## src/rtl/i2c_apb_arbiter.sv

```systemverilog
// Round-robin arbiter sharing one APB master port between two requesters.
// Optional PREADY timeout is built when I2C_APB_ARB_TIMEOUT_EN is defined.
//
//   state    | meaning
//   ---------+------------------------------------------------
//   S_IDLE   | waiting for a request; ready asserted here only
//   S_SETUP  | APB setup phase, PSEL=1 PENABLE=0, one cycle
//   S_ACCESS | APB access phase, waits for PREADY (or timeout)
//   S_RESP   | one-cycle response pulse to the granted requester
module i2c_apb_arbiter #(
   parameter int unsigned TIMEOUT_CYCLES = 255
) (
   input  logic        PCLK,
   input  logic        PRESETn,
   input  logic        req0_valid,
   input  logic        req0_write,
   input  logic [31:0] req0_addr,
   input  logic [31:0] req0_wdata,
   output logic        req0_ready,
   output logic        rsp0_valid,
   output logic [31:0] rsp0_rdata,
   output logic        rsp0_err,
   input  logic        req1_valid,
   input  logic        req1_write,
   input  logic [31:0] req1_addr,
   input  logic [31:0] req1_wdata,
   output logic        req1_ready,
   output logic        rsp1_valid,
   output logic [31:0] rsp1_rdata,
   output logic        rsp1_err,
   output logic [31:0] M_PADDR,
   output logic [31:0] M_PWDATA,
   output logic        M_PWRITE,
   output logic        M_PSELx,
   output logic        M_PENABLE,
   input  logic        M_PREADY,
   input  logic        M_PSLVERR,
   input  logic [31:0] M_PRDATA,
   output logic        busy,
   output logic        grant,
   output logic        timeout
);

   typedef enum logic [1:0] {S_IDLE, S_SETUP, S_ACCESS, S_RESP} state_t;

   state_t      r_state;
   state_t      w_next;
   logic        r_last_grant;
   logic        r_grant;
   logic        r_write;
   logic [31:0] r_addr;
   logic [31:0] r_wdata;
   logic [31:0] r_rsp0_rdata;
   logic [31:0] r_rsp1_rdata;
   logic        r_rsp0_err;
   logic        r_rsp1_err;

   logic        w_idle;
   logic        w_rdy0;
   logic        w_rdy1;
   logic        w_accept;
   logic        w_sel;
   logic        w_done_ok;
   logic        w_tmo;
   logic        w_rsp_upd;
   logic [31:0] w_rsp_rdata;
   logic        w_rsp_err;

   // On a tie the requester that did not own the last transfer wins.
   assign w_idle   = (r_state == S_IDLE);
   assign w_rdy0   = w_idle & req0_valid & (~req1_valid | r_last_grant);
   assign w_rdy1   = w_idle & req1_valid & (~req0_valid | ~r_last_grant);
   assign w_accept = w_rdy0 | w_rdy1;
   assign w_sel    = w_rdy1;

   assign w_done_ok = (r_state == S_ACCESS) & M_PREADY;

`ifdef I2C_APB_ARB_TIMEOUT_EN
   localparam logic [7:0] LP_TMO_LAST = 8'(TIMEOUT_CYCLES - 1);

   logic [7:0] r_cnt;
   logic       r_timeout;

   assign w_tmo = (r_state == S_ACCESS) & ~M_PREADY & (r_cnt == LP_TMO_LAST);

   always_ff @(posedge PCLK or negedge PRESETn) begin
      if (!PRESETn) begin
         r_cnt     <= 8'd0;
         r_timeout <= 1'b0;
      end else begin
         if (r_state == S_SETUP)
            r_cnt <= 8'd0;
         else if ((r_state == S_ACCESS) && !M_PREADY)
            r_cnt <= r_cnt + 8'd1;
         if (w_tmo)
            r_timeout <= 1'b1;
      end
   end

   assign timeout = r_timeout;
`else
   assign w_tmo   = 1'b0;
   assign timeout = 1'b0;
`endif

   // A timeout looks like an error completion with zero read data.
   assign w_rsp_upd   = w_done_ok | w_tmo;
   assign w_rsp_rdata = (w_tmo | r_write) ? 32'd0 : M_PRDATA;
   assign w_rsp_err   = w_tmo | M_PSLVERR;

   always_comb begin
      w_next = r_state;
      case (r_state)
         S_IDLE:   if (w_accept)  w_next = S_SETUP;
         S_SETUP:                 w_next = S_ACCESS;
         S_ACCESS: if (w_rsp_upd) w_next = S_RESP;
         S_RESP:                  w_next = S_IDLE;
         default:                 w_next = S_IDLE;
      endcase
   end

   always_ff @(posedge PCLK or negedge PRESETn) begin
      if (!PRESETn)
         r_state <= S_IDLE;
      else
         r_state <= w_next;
   end

   always_ff @(posedge PCLK or negedge PRESETn) begin
      if (!PRESETn) begin
         r_last_grant <= 1'b1;
         r_grant      <= 1'b0;
         r_write      <= 1'b0;
         r_addr       <= 32'd0;
         r_wdata      <= 32'd0;
         r_rsp0_rdata <= 32'd0;
         r_rsp1_rdata <= 32'd0;
         r_rsp0_err   <= 1'b0;
         r_rsp1_err   <= 1'b0;
      end else begin
         if (w_accept) begin
            r_grant      <= w_sel;
            r_last_grant <= w_sel;
            r_write      <= w_sel ? req1_write : req0_write;
            r_addr       <= w_sel ? req1_addr  : req0_addr;
            r_wdata      <= w_sel ? req1_wdata : req0_wdata;
         end
         // Registers load on the ACCESS->RESP edge so they are valid with rsp_valid.
         if (w_rsp_upd) begin
            if (r_grant) begin
               r_rsp1_rdata <= w_rsp_rdata;
               r_rsp1_err   <= w_rsp_err;
            end else begin
               r_rsp0_rdata <= w_rsp_rdata;
               r_rsp0_err   <= w_rsp_err;
            end
         end
      end
   end

   assign req0_ready = w_rdy0;
   assign req1_ready = w_rdy1;
   assign rsp0_valid = (r_state == S_RESP) & ~r_grant;
   assign rsp1_valid = (r_state == S_RESP) &  r_grant;
   assign rsp0_rdata = r_rsp0_rdata;
   assign rsp1_rdata = r_rsp1_rdata;
   assign rsp0_err   = r_rsp0_err;
   assign rsp1_err   = r_rsp1_err;

   assign M_PADDR   = r_addr;
   assign M_PWDATA  = r_wdata;
   assign M_PWRITE  = r_write;
   assign M_PSELx   = (r_state == S_SETUP) | (r_state == S_ACCESS);
   assign M_PENABLE = (r_state == S_ACCESS);
   assign busy      = ~w_idle;
   assign grant     = r_grant;

endmodule

```

## config.mk

```make
export PLATFORM = sky130hd
export DESIGN_NAME = i2c_apb_arbiter
export DESIGN_NICKNAME = d
export VERILOG_FILES = /design/src/rtl/i2c_apb_arbiter.sv
export SDC_FILE = /design/constraint.sdc
export NUM_CORES = 1
export LEC_CHECK = 0
export BUFFER_PORTS_ARGS = -buffer_cell sky130_fd_sc_hd__buf_2
export CELL_PAD_IN_SITES_DETAIL_PLACEMENT = 1
export CELL_PAD_IN_SITES_GLOBAL_PLACEMENT = 1
export CORE_UTILIZATION = 36
export CTS_CLUSTER_SIZE = 28
export DETAILED_ROUTE_END_ITERATION = 8
export GPL_TIMING_DRIVEN = 0
export PLACE_DENSITY = 0.85
export SYNTH_ARGS = -nofsm -noshare
export SYNTH_HDL_FRONTEND = slang
export SYNTH_SLANG_ARGS = --single-unit
```

## constraint.sdc

```tcl
create_clock -name PCLK -period 3.5 [get_ports PCLK]
set_input_delay 0.35 -clock PCLK [delete_from_list [all_inputs] [get_ports PCLK]]
set_output_delay 0.35 -clock PCLK [all_outputs]
set_load 0.005 [all_outputs]
```

# == Word-level counts from Yosys, hierarchy flattened ==
# Cells that the tools add are included.
# totals
wordCells,42
out_inout_bits,140
reg_bits,135
in_bits,168
# classes
muxes,7
eq_ne,5
bitwise_logic,16
reduce_logical,4
# op_table
cell,count
32-bit two-way mux,3
2-bit case mux with 4 select lines,1
1-bit AND,7
2-bit AND reduction,3
1-bit inverter,5
"2-bit == test, second input constant",2
2-bit two-way mux,2
"2-bit by 1-bit inequality test with 1-bit output, second input constant",2
1-bit OR,4
"2-bit by 1-bit == test with 1-bit output, second input constant",1
2-bit logical NOT,1
1-bit two-way mux,1

# == Longest topological paths before layout ==
# depth
depth_word,6
ltp_mapped,9
mapped_depth_nobuf,5

# == Worst setup path after synthesis ==
# OpenSTA, ideal clock, no wires.
# synth_timing
path_type,reg-to-output
start,register r_state[0]
end,output port req1_ready
required_time_ns,3.150
arrival_time_ns,1.248
n_path_buf,3
slack_ns,1.902
path_stages_with_launch,8
path_cell_list,dfrtp_1 inv_1 ha_1 buf_4 nand2_2 buf_2 buf_2 nor2_1
# synth_via
elab_chain_cells,3
# synth_rtl
item,line_no,rtl
start: declaration,46,state_t r_state;
start signal: assignment,126,r_state <= w_next;
2-bit logical NOT,70,assign w_idle = (r_state == S_IDLE);
1-bit AND (2 in series),72,assign w_rdy1 = w_idle & req1_valid & (~req0_valid | ~r_last_grant);
end: declaration,27,"output logic req1_ready,"
# Every way passes these cells.

# == Worst setup path in the final report ==
# Ends and elaborated chain as after synthesis.

==> run summary <==
The clock tree synthesis step divided the H-tree into 4 levels. The root buffer cell chosen for the clock tree is clkbuf_16. The number of antenna violations at the first check in global routing came out at 5.

The timing-limited maximum frequency came out at 410 MHz. The total power per unit cell area is 873 nW/um2. The area of the die is 18100 um2. The critical path goes through inv_1, ha_1, buf_4, nand2_2, buf_2, buf_2, nor2_1, buf_2. The path class of the tightest hold or removal check is input pin to flip-flop. For this design the static power due to leakage is between 4 and 5 nW. The region available for standard cell placement spans approximately 17000 um2. The height of the chip is between 100 and 150 um. The total of flip-flops plus latches after synthesis is about 140.

The area of the mapped netlist came out at around 6300 um2. In the layout the commonest cells are buf_2, dfrtp_1, o21ai_0. After synthesis, the largest family of logic cells by area is compound AO/OA/AOI/OAI gates.

Clock-pin slew was measured on the worst setup and hold paths at about 60 ps. Setup repair after global routing left no endpoint under its margin. The detailed-route DRC error count came out at 0. For the finished layout, the period the worst path requires is between 2000 and 2500 ps. The netlist uses 29 different library cells. The top-area cell type share of the netlist area came out at 0.531.

Counting along the longest clock path gives a buffer depth of 2. The final hold violation count is 0. The share of cell area taken by muxes after synthesis is 0.00535. The critical path's largest stage delay is about 370 ps. The boundary pin count came out at a little over 300. The number of resized instances in the post-cts repair step is 0. Of the cells placed in the final design, the portion with a size suffix greater than 1 is 0.393. The average instance in the mapped netlist occupies between 9 and 10 um2. The final total negative setup slack came out at 0 ps. The TritonCTS clock tree is yes. The layout overhead on the synthesized area is 38.3%. The synthesized instance count is about 660. The number of failing setup endpoints in the final timing report came out at 0. The via count of the first global-routing pass came out at around 7000. The number of violations reported at the end of detailed-routing iteration 0 came out at 251. The share of the yosys chip area belonging to registers is 0.535. The total overflow left after global routing is 0.

The first detailed-routing pass took 4 iterations. The number of vias after detailed routing came out at between 6000 and 7000. Of the total synthesized cell area, the portion taken by AND, OR, NAND and NOR gates is 0.116. The biggest area contributor in the post-synthesis netlist is dfrtp_1. The slowest stage of the critical path is the dfrtp_1 cell. The most common cell after layout, fill and taps aside is buf_2. The routability congestion estimate from global placement is ~0.82. The pin count of the biggest net entering global routing came out at 78. Data arrives at the worst endpoint at between 2000 and 2500 ps. The ratio of routed vias to standard cells came out at 5.43. The maximum vdd ir drop is 0.382 mV. The tool flagged a number of max-cap violations equal to 0. The category of the critical setup timing path is flip-flop to primary output. The die width came out at ~130 um. The net total in the final layout came out at approximately 1200. The yosys synthesis warning count came out at 0.

The actual slew at the worst max-slew pin is just over 600 ps. The wire length after detailed routing came out at between 20000 and 25000 um. After synthesis, the cell types taking the most area are dfrtp_1, o21ai_0, o2111ai_1, a31oi_1, nor2_1. The final HPWL from detailed placement is around 18000 um. The final routed wire length divided by cell count is around 20 um. By instance count, the cell type seen most on the critical path is buf_2. Of the total synthesized cell area, the portion taken by full adders, half adders and majority gates is 0.00792. The clock sink count came out at 135. The total power came out at ~7.6 mW. The startpoint type of the worst setup path is a flip-flop. The biggest fanout along the worst timing path came out at 10. The relative max-transition margin is 0.592. The initial cell density of the core is 0.366. The number of hold buffers added after CTS came out at 1. Summing all placed instances gives a cell area of 8160 um2. The depth of the worst hold-timing path is 2. The number of buffers inserted by port buffering came out at approximately 310. The number of inserted filler cells in the final layout came out at approximately 2100. The number of buffers added by the clock tree synthesis step came out at 17. The residual antenna-violating net count after detailed routing came out at 0. The period utilization came out at 0.696. The type of element capturing the critical path is a primary output. With fillers left out, the area of the finished cells amounts to around 8700 um2.

The final-report max-slew violation count is 0. The global-route wire length before repair is approximately 37000 um. Across the routed clock network, the largest skew measured is between 15 and 20 ps.

The run finished with clean final reports. Across every metal layer, demand over resource in global routing totals 0.268. Once the clock tree was built, the setup fixing pass inserted 0 buffers.

Of the total synthesized cell area, the portion taken by XOR and XNOR cells is 0. The clock insertion delay at the later pin of the skew report came out at about 430 ps. The compound-cell area share of the yosys netlist came out at 0.264. The depth of the worst register-to-register path came out at 8.

The number of nets produced by synthesis is between 800 and 900. The cell row count is 48. The data required time of the worst path is between 3000 and 4000 ps.
[critical path: cells and delay by family, from the launching register on]
| kind | cells | cell delay, ps |
|---|---|---|
| DFF | 1 | 370 |
| and+or+nand+nor | 2 | 200 |
| adders and majority gates | 1 | 200 |
| buffers and inverters | 5 | 880 |
[cell families (layout without fill, tap and decap cells)]
logic type,after synthesis,in the layout
compound gates,266,266
fa+ha+maj,4,4
buf+inv,82,421
flops,135,135
mux,3,3
other cells,1,5
simple gates,170,170
[per-stage QoR]
stage / util / std cells / worst slack [ps] / hold slack [ps]
detailed placement: 0.473 / 1192 / 1470 / 371
global placement: 0.471 / 1191 / 95.6 / 456
global route: 0.507 / 1228 / 930 / 175
CTS: 0.506 / 1225 / 1000 / 162
floorplan: - / 661 / 1900 / 54.4
finish: 0.507 / 1229 / 1060 / 183
[worst paths after layout]
check                                from             end  slack [ps]
setup reg to reg               r_state[0]    M_PWDATA[21]        1690
max in group asynchronous         PRESETn    r_last_grant        2170
setup / recovery               r_state[0]      req1_ready        1060
min in group asynchronous         PRESETn   rsp0_rdata[6]         490
hold reg to reg            rsp1_rdata[12]  rsp1_rdata[12]         470
hold / removal                  M_PSLVERR        rsp1_err         180
[power breakdown]
part | switching [mW] | internal [mW] | leakage [nW] | total, mW
registers | 0.409 | 2.28 | 1.64 | 2.69
clock network | 0.794 | 0.936 | 0.260 | 1.73
logic | 1.88 | 1.33 | 2.20 | 3.21
[flip-flops by register name (all words and copies together) (netlist names)]
| register | cells |
|---|---|
| r_last_grant | 1 |
| rsp1_rdata | 32 |
| rsp1_err | 1 |
| M_PADDR | 32 |
| rsp0_rdata | 32 |
| grant | 1 |
| M_PWRITE | 1 |
| r_state | 2 |
| rsp0_err | 1 |
| M_PWDATA | 32 |
[metal layers]
layer,up-vias,share of wire,global-route usage
li1,3072,-,-
met1,3260,0.40,0.312
met2,288,0.50,0.459
met3,48,0.071,0.0717
met4,2,0.031,0.126
met5,-,0.00046,0
[cells in the mapped netlist (all sizes together)]
cell type / instances
dfrtp: 134
o21ai: 130
nor2: 67
a31oi: 65
nand2: 65
o2111ai: 65
buf: 52
nand2b: 32
clkbuf: 25
inv: 5
ha: 4
mux2: 3
and2: 2
nor2b: 2
a211oi: 1
a21o: 1
a21oi: 1
conb: 1
dfstp: 1
nand3: 1
nand3b: 1
o21a: 1
o22ai: 1
o32a: 1
[area by class of cell]
type / count / area, um2 / area share
sequential: 135 / 3380 / 0.387
antenna: 4 / 10.0 / 0.00115
clock inverter: 15 / 133 / 0.0152
inverter: 5 / 18.8 / 0.00215
timing repair buffer: 307 / 1570 / 0.180
buffer: 77 / 424 / 0.0486
multi-input combinational: 444 / 2490 / 0.285
clock buffer: 17 / 425 / 0.0487
tap: 225 / 282 / 0.0322
Note: power is estimated with default switching activity, not from simulation.
